<file path="src/rtl/hs_link_pkg.sv">
// Shared types and sizing helpers for the hs_link master/FIFO/slave link.
package hs_link_pkg;

  typedef enum logic {
    ST_IDLE = 1'b0,
    ST_SEND = 1'b1
  } m_state_e;

  // One extra pointer bit separates the full and empty states when the address bits match.
  function automatic int ptr_w(input int depth);
    return $clog2(depth) + 1;
  endfunction

endpackage

</file>
<file path="src/rtl/hs_sync_fifo.sv">
// Single-clock FIFO with registered full/empty/level and no write-to-read fall-through.
module hs_sync_fifo
  import hs_link_pkg::*;
#(
  parameter int DATA_W = 3,
  parameter int DEPTH  = 4
) (
  input  logic                    i_clk,
  input  logic                    i_rst,
  input  logic                    i_wr,
  input  logic [DATA_W-1:0]       i_wdata,
  input  logic                    i_rd,
  output logic [DATA_W-1:0]       o_rdata,
  output logic                    o_full,
  output logic                    o_empty,
  output logic [ptr_w(DEPTH)-1:0] o_level
);

  localparam int PW = ptr_w(DEPTH);
  localparam int AW = PW - 1;

  logic [DATA_W-1:0] r_mem [DEPTH];
  logic [PW-1:0]     r_wr_ptr;
  logic [PW-1:0]     r_rd_ptr;
  logic [PW-1:0]     r_level;
  logic              r_full;
  logic              r_empty;

  logic              w_wr_en;
  logic              w_rd_en;
  logic [PW-1:0]     w_wr_nxt;
  logic [PW-1:0]     w_rd_nxt;

  // Full blocks the write even when a read frees a slot in the same cycle.
  assign w_wr_en  = i_wr && !r_full;
  assign w_rd_en  = i_rd && !r_empty;
  assign w_wr_nxt = r_wr_ptr + PW'(w_wr_en);
  assign w_rd_nxt = r_rd_ptr + PW'(w_rd_en);

  always_ff @(posedge i_clk) begin
    if (i_rst) begin
      r_wr_ptr <= '0;
      r_rd_ptr <= '0;
      r_level  <= '0;
      r_full   <= 1'b0;
      r_empty  <= 1'b1;
    end else begin
      r_wr_ptr <= w_wr_nxt;
      r_rd_ptr <= w_rd_nxt;
      r_level  <= w_wr_nxt - w_rd_nxt;
      r_full   <= (w_wr_nxt[AW] != w_rd_nxt[AW]) &&
                  (w_wr_nxt[AW-1:0] == w_rd_nxt[AW-1:0]);
      r_empty  <= (w_wr_nxt == w_rd_nxt);
    end
  end

  always_ff @(posedge i_clk) begin
    if (w_wr_en) begin
      r_mem[r_wr_ptr[AW-1:0]] <= i_wdata;
    end
  end

  assign o_rdata = r_mem[r_rd_ptr[AW-1:0]];
  assign o_full  = r_full;
  assign o_empty = r_empty;
  assign o_level = r_level;

endmodule

</file>
<file path="src/rtl/hs_link_fifo.sv">
// Master sequence generator -> elastic FIFO -> slave retire register.
// Optional HS_LINK_STATS_EN adds tx_cnt/rx_cnt transfer counters.
//
// state | meaning
// IDLE  | nothing offered; waits for valid_in
// SEND  | r_m_data offered to the FIFO, held until accepted
module hs_link_fifo
  import hs_link_pkg::*;
#(
  parameter int DATA_W = 3,
  parameter int DEPTH  = 4
`ifdef HS_LINK_STATS_EN
  ,
  parameter int CNT_W  = 8
`endif
) (
  input  logic                    sys_clk,
  input  logic                    sys_rst,
  input  logic                    valid_in,
  input  logic                    ready_in,
  output logic [DATA_W-1:0]       result,
  output logic                    result_vld,
  output logic                    full,
  output logic                    empty,
  output logic [ptr_w(DEPTH)-1:0] level
`ifdef HS_LINK_STATS_EN
  ,
  output logic [CNT_W-1:0]        tx_cnt,
  output logic [CNT_W-1:0]        rx_cnt
`endif
);

  m_state_e          r_state;
  logic              r_m_valid;
  logic [DATA_W-1:0] r_m_data;
  logic [DATA_W-1:0] r_seq;
  logic [DATA_W-1:0] r_result;
  logic              r_result_vld;

  logic              w_full;
  logic              w_empty;
  logic              w_m_ready;
  logic              w_fire;
  logic              w_rd;
  logic [DATA_W-1:0] w_head;
  logic [DATA_W-1:0] w_seq_inc;

  assign w_m_ready = !w_full;
  assign w_fire    = r_m_valid && w_m_ready;
  assign w_rd      = ready_in && !w_empty;
  assign w_seq_inc = r_seq + DATA_W'(1);

  always_ff @(posedge sys_clk) begin
    if (sys_rst) begin
      r_state   <= ST_IDLE;
      r_m_valid <= 1'b0;
      r_m_data  <= '0;
      r_seq     <= '0;
    end else begin
      case (r_state)
        ST_IDLE: begin
          if (valid_in) begin
            r_state   <= ST_SEND;
            r_m_valid <= 1'b1;
            r_m_data  <= r_seq;
          end
        end
        ST_SEND: begin
          // Without a fire the offer stays put, even if valid_in has dropped.
          if (w_fire) begin
            r_seq <= w_seq_inc;
            if (valid_in) begin
              r_m_data <= w_seq_inc;
            end else begin
              r_state   <= ST_IDLE;
              r_m_valid <= 1'b0;
            end
          end
        end
        default: begin
          r_state   <= ST_IDLE;
          r_m_valid <= 1'b0;
        end
      endcase
    end
  end

  hs_sync_fifo #(
    .DATA_W (DATA_W),
    .DEPTH  (DEPTH)
  ) u_fifo (
    .i_clk   (sys_clk),
    .i_rst   (sys_rst),
    .i_wr    (w_fire),
    .i_wdata (r_m_data),
    .i_rd    (w_rd),
    .o_rdata (w_head),
    .o_full  (w_full),
    .o_empty (w_empty),
    .o_level (level)
  );

  always_ff @(posedge sys_clk) begin
    if (sys_rst) begin
      r_result     <= '0;
      r_result_vld <= 1'b0;
    end else begin
      r_result_vld <= w_rd;
      if (w_rd) begin
        r_result <= w_head;
      end
    end
  end

  assign result     = r_result;
  assign result_vld = r_result_vld;
  assign full       = w_full;
  assign empty      = w_empty;

`ifdef HS_LINK_STATS_EN
  logic [CNT_W-1:0] r_tx_cnt;
  logic [CNT_W-1:0] r_rx_cnt;

  always_ff @(posedge sys_clk) begin
    if (sys_rst) begin
      r_tx_cnt <= '0;
      r_rx_cnt <= '0;
    end else begin
      if (w_fire) r_tx_cnt <= r_tx_cnt + CNT_W'(1);
      if (w_rd)   r_rx_cnt <= r_rx_cnt + CNT_W'(1);
    end
  end

  assign tx_cnt = r_tx_cnt;
  assign rx_cnt = r_rx_cnt;
`endif

endmodule

</file>
<file path="config.mk">
export PLATFORM = sky130hd
export DESIGN_NAME = hs_link_fifo
export DESIGN_NICKNAME = d
export VERILOG_FILES = /design/src/rtl/hs_link_pkg.sv /design/src/rtl/hs_sync_fifo.sv /design/src/rtl/hs_link_fifo.sv
export SDC_FILE = /design/constraint.sdc
export NUM_CORES = 1
export LEC_CHECK = 0
export BUFFER_PORTS_ARGS = -buffer_cell sky130_fd_sc_hd__buf_2
export CAP_MARGIN = 30
export CORE_MARGIN = 2
export CORE_UTILIZATION = 30
export CTS_CLUSTER_DIAMETER = 120
export DETAILED_ROUTE_END_ITERATION = 10
export PLACE_DENSITY_LB_ADDON = 0.15
export REMOVE_ABC_BUFFERS = 1
export SLEW_MARGIN = 5
export SYNTH_ARGS = -nofsm -noshare
export SYNTH_HDL_FRONTEND = slang
export SYNTH_SLANG_ARGS = --single-unit
</file>
<file path="constraint.sdc">
create_clock -name sys_clk -period 2.51 [get_ports sys_clk]
set_clock_uncertainty 0.2 [all_clocks]
set_input_delay 0.1255 -clock sys_clk [delete_from_list [all_inputs] [get_ports sys_clk]]
set_output_delay 0.1255 -clock sys_clk [all_outputs]
set_load 0.1 [all_outputs]
</file>
After elaboration in Yosys (flattened, before gate mapping). Memory sizes are Yosys's and may differ from the RTL's. A register that Yosys moved wholly into a read port is not among the register bits. Index checks and enable logic that the tools add are counted.

Shift-type cells: 0. $add $sub $neg: 4. Eq/ne operators: 7. Reduce and logical (&&, ||, !) cells: 10. Multiply operators: 0. Divide/modulo/power cells: 0. Bitwise gates (word level): 1. Mux-type cells: 13. Magnitude comparators: 0.

Operators with widths (number): $mux W3 (3); $mux W1 (7); $add A3 B1 Y3 (2); $ne A2 B2 Y1 const B (3); $pmux W3 S2 (1); $reduce_and A3 Y1 (2); $logic_and A1 B1 Y1 (5); $pmux W1 S2 (2); $add A3 B1 Y3 const B (1); $eq A3 B3 Y1 (1); $sub A3 B3 Y3 (1); $eq A2 B2 Y1 (1); $logic_not A1 Y1 (2); $ne A2 B1 Y1 const B (1); $reduce_and A2 Y1 (1); $ne A1 B1 Y1 (1); $not A1 Y1 (1).

Register bits after elaboration: 20. RAM bits: 12. Logic and storage cells: 46. ROM bits: 0. Memories kept: 1. Latch bits: 0. Bits of input ports: 4.

Memories: u_fifo.r_mem (depth 4, width 3, rd ports 1, clocked after memory_dff 1, wr ports 1, RTL line hs_sync_fifo.sv:22) `logic [DATA_W-1:0] r_mem [DEPTH];`.

Depth between registers and ports, before layout.
Word-level depth: 6. Mapped depth: 9. Gate-level depth less buffers: 8.

By module. A second synthesis with hierarchy kept.

Cells, all modules: 117. Area, all modules: 1448.9 um^2.

Modules (own cells, without submodules): hs_sync_fifo (area an instance 897.1 um^2, times used 1, cells an instance 60); hs_link_fifo (area an instance 551.8 um^2, times used 1, cells an instance 57).

Least setup slack after synthesis. No wires, ideal clock.

Path type: register to register. From: register u_fifo.r_empty (netlist: u_fifo.o_empty). To: register u_fifo.r_level[2] (netlist: u_fifo.o_level[2]). Path slack: -134 ps. Required time: 2182 ps. Setup time: 128 ps. Data arrival time: 2317 ps. Stages on the path, launching flop included: 10. Cells stage by stage: dfxtp_1 -> nor2b_1 -> clkbuf_1 -> ha_1 -> ha_1 -> xnor2_1 -> ha_1 -> a21oi_1 -> xnor2_1 -> nor2_1.

Cells in the longest elaborated chain, start to end: 5.

Ends and longest elaborated chain: from (decl) (RTL line hs_sync_fifo.sv:27) `logic r_empty;`; from (signal assigned) (RTL line hs_sync_fifo.sv:53) `r_empty <= (w_wr_nxt == w_rd_nxt);`; $logic_not A1 Y1 (RTL line hs_link_fifo.sv:50) `assign w_rd = ready_in && !w_empty;`; $logic_and A1 B1 Y1 (RTL line hs_link_fifo.sv:50); named net u_fifo.i_rd (RTL line hs_sync_fifo.sv:12) `input logic i_rd,`; $logic_and A1 B1 Y1 (RTL line hs_sync_fifo.sv:36) `assign w_rd_en = i_rd && !r_empty;`; $add A3 B1 Y3 (RTL line hs_sync_fifo.sv:38) `assign w_rd_nxt = r_rd_ptr + PW'(w_rd_en);`; named net u_fifo.w_rd_nxt[1] (RTL line hs_sync_fifo.sv:32) `logic [PW-1:0] w_rd_nxt;`; $sub A3 B3 Y3 (RTL line hs_sync_fifo.sv:50) `r_level <= w_wr_nxt - w_rd_nxt;`; to (signal assigned) (RTL line hs_sync_fifo.sv:50); to (decl) (RTL line hs_sync_fifo.sv:25) `logic [PW-1:0] r_level;`.

The timed path passes the listed nets, and every way through them passes these cells. A chain may end at the register's enable or synchronous reset.

Final worst setup path.
From: register u_fifo.r_empty (netlist: u_fifo.o_empty). To: register u_fifo.r_level[2] (netlist: u_fifo.o_level[2]).

Cells in the longest elaborated chain, start to end: 5.

Ends and longest elaborated chain (RTL line): $logic_not A1 Y1 * (hs_sync_fifo.sv:36, hs_link_fifo.sv:50); $logic_and A1 B1 Y1 (hs_link_fifo.sv:50); $logic_and A1 B1 Y1 * (hs_sync_fifo.sv:36); $add A3 B1 Y3 * (hs_sync_fifo.sv:38); named net u_fifo.w_rd_nxt[1] (hs_sync_fifo.sv:32); $sub A3 B3 Y3 * (hs_sync_fifo.sv:50).

The timed path passes the listed nets; every way through them passes the cells marked *.

==> run metrics <==
share of synthesized registers carrying an async set or reset=0; CTS Buf Count=5; Core Region=4380 µm²; final period utilization=0.796; clock tree root buffer cell=clkbuf_8; Main synth FF type=dfxtp_1; Logic pwr share=0.240; top layer in use=met4; CP delay by family, top=adder cells; peak supply drop=0.202 mV; WS Path Type=reg -> reg; Antenna Nets Post-Route=0; worst slew pin tran=0.588 ns; synth-to-layout area growth=15.9%; Port-buffer cells=12; Tmin final=2.00 ns; Post-synth EDFFs=12; gpl congestion=0.717; Arrival @ worst endpoint=1.96 ns; # H-tree levels=2; Slew HR=0.607; final WL=2140 µm; DR vias=817; commonest cells after routing, fill and taps aside=dfxtp_1 (23), nor2_1 (15), buf_2 (12), edfxtp_1 (12), nor2b_1 (8); Crit. Startpoint=u_fifo.o_empty; router iterations before antenna repair=4; Mapped Area=1380 µm²; CP max stage delay=0.32 ns; Die H=71.7 µm; Post-CTS Repair Setup Buffers=0; Skew-Pair Late Insertion Delay=between 0.2 and 0.3 ns; Final Max Tran Viols=0; routed vias/inst=4.44; grt total ovfl=0; synth unique cells=26; post-synthesis register bit count=35; RSZ-0062 raised after global routing=no; hold path startpoint=sys_rst; antenna diode count=0; Ys Warns=0; Synth Instances=between 100 and 150; vias in the first global route=817; Sw Ratio=0.345; largest net degree at the start of global routing=24; DRC=0; status=finished, final reports clean; P_int=0.000909 W; total track usage=0.101; first-pass GRT wire length=3820 µm; Leak=roughly 0.62 nW; row count=24; P per Cell Area=870 nW/µm²; hold_ws=0.0377 ns; Hold Path Class=in -> reg; WL met1=a little under 1000 µm; routed length per instance=11.6 µm; layout cells sized above 1=0.189; crit-path cells=nor2b_1, buf_4, ha_1, ha_1, xnor2_1, ha_1, a21oi_1, xnor2_1, nor2_1; Top Ports=13; Iteration-0 DRC Markers=9; final setup fails=0; CP Data Required Time=2.48 ns; element type at the critical path end=flop; DPL Wire Length=1560 µm; sequential area share after synthesis=0.597; Final Hold Viols=0; cell count after placement=approximately 180; die area=5140 µm²; Post-layout nets=141; startpoint type of the worst setup path=flop; die width=~70 µm; CTS max path bufs=2; Seq pwr share=0.473; sw power=about 0.00048 W; Max Fclk=500 MHz; Core Util, Final=0.364; Clock Power Share=0.288; Post-Layout Cell Count=approximately 180; Avg Cell Area, Syn=between 10 and 15 µm²; # Max-Cap Violations=0; worst r2r src=u_fifo.o_empty; most common cell after layout, fill and taps aside=dfxtp_1; CP bufs+invs=1; Met3 Routed Length=approximately 130 µm; Max stage delay cell, worst path=dfxtp_1; initial antenna violation count=0; Initial Utilization=0.314; met2 wire length=993 µm; cell mode on critical path=ha_1; Clock Sinks=35; CTS tree=built; Clock transition at path regs=roughly 0.07 ns; critical path peak fanout=5
## worst reg2reg max path: cells and delay by family (launching register included)
kind | cells | cell delay (ns)
xor+xnor | 2 | 0.29
fa+ha+maj | 3 | 0.67
flops | 1 | 0.32
simple gates | 2 | 0.09
compound gates | 1 | 0.15
buf+inv | 1 | 0.15
## power groups by stage
stage,sequential (W),clock [W],combinational (W)
2_1_floorplan,0.000833,0,0.000105
3_3_place_gp,0.000667,0,0.000334
3_5_place_dp,0.000668,0,0.000334
4_1_cts,0.000656,0.000419,0.000336
5_1_grt,0.000663,0.000446,0.000361
6_report,0.000655,0.000399,0.000332
## final timing paths
path,to,slack (ns),cells after the start
worst max-delay path,u_fifo.o_level[2],0.51,9
worst min-delay path,u_fifo.o_level[0],0.04,2
worst max register to register,u_fifo.o_level[2],0.51,9
worst min register to register,r_seq[1],0.29,2
## cell usage after synthesis, drive strengths merged (3+ instances only)
library cell,count,area share
nand2,5,0.014
xor2,4,0.025
mux4,3,0.049
ha,6,0.055
nor2,15,0.041
clkbuf,4,0.011
a21oi,4,0.015
nor2b,8,0.036
mux2i,4,0.029
dfxtp,23,0.33
xnor2,5,0.032
nor3b,3,0.016
edfxtp,12,0.26
## timing repair
item,in CTS,in global routing
endpoints found under the setup margin,0,0
resized for setup,0,0
endpoints found under the hold margin,3,0
hold buffers,1,0
## sequential cells by signal, summed over array words and instances, names as in the netlist
| register | flops |
|---|---|
| u_fifo.r_mem | 12 |
| r_m_data | 3 |
| r_seq | 3 |
| result | 3 |
| u_fifo.o_level | 3 |
| u_fifo.r_rd_ptr | 3 |
| u_fifo.r_wr_ptr | 3 |
| r_m_valid | 1 |
| r_state | 1 |
| result_vld | 1 |
| u_fifo.o_empty | 1 |
| u_fifo.o_full | 1 |
## metrics by stage
stage	TNS, ns	instance area, µm²	total power (W)	setup slack (ns)
3_3_place_gp	0	1500	0.00100	0.503
2_1_floorplan	-0.336	1360	0.000938	-0.185
4_1_cts	0	1590	0.00141	0.499
5_1_grt	0	1590	0.00147	0.291
6_report	0	1590	0.00139	0.512
3_5_place_dp	0	1500	0.00100	0.513
## cells by family (layout without fill, tap and decap cells)
family,after synthesis,in the layout,share of synthesized area
AO/OA/AOI/OAI,10,10,0.0464
XOR/XNOR,9,9,0.0573
adder cells (fa/ha/maj),6,6,0.0546
buffers and inverters,7,25,0.0200
flip-flops,35,35,0.597
multiplexers,7,7,0.0783
AND/OR/NAND/NOR,40,40,0.147
## per-layer routing
metal	up-vias	track usage
met4	0	0.0503
met1	371	0.117
met2	15	0.153
li1	425	-
met3	6	0.0492
met5	-	0
## layout make-up
cell class | instances | area (µm²)
multi-input combinational | 72 | 527
clock buffer | 5 | 68.8
tap | 52 | 65.1
inverter | 2 | 7.51
timing repair buffer | 15 | 85.1
fill | 446 | 2790
clock inverter | 3 | 20.0
sequential | 35 | 821
No activity file was read; power rests on OpenSTA's default activity.
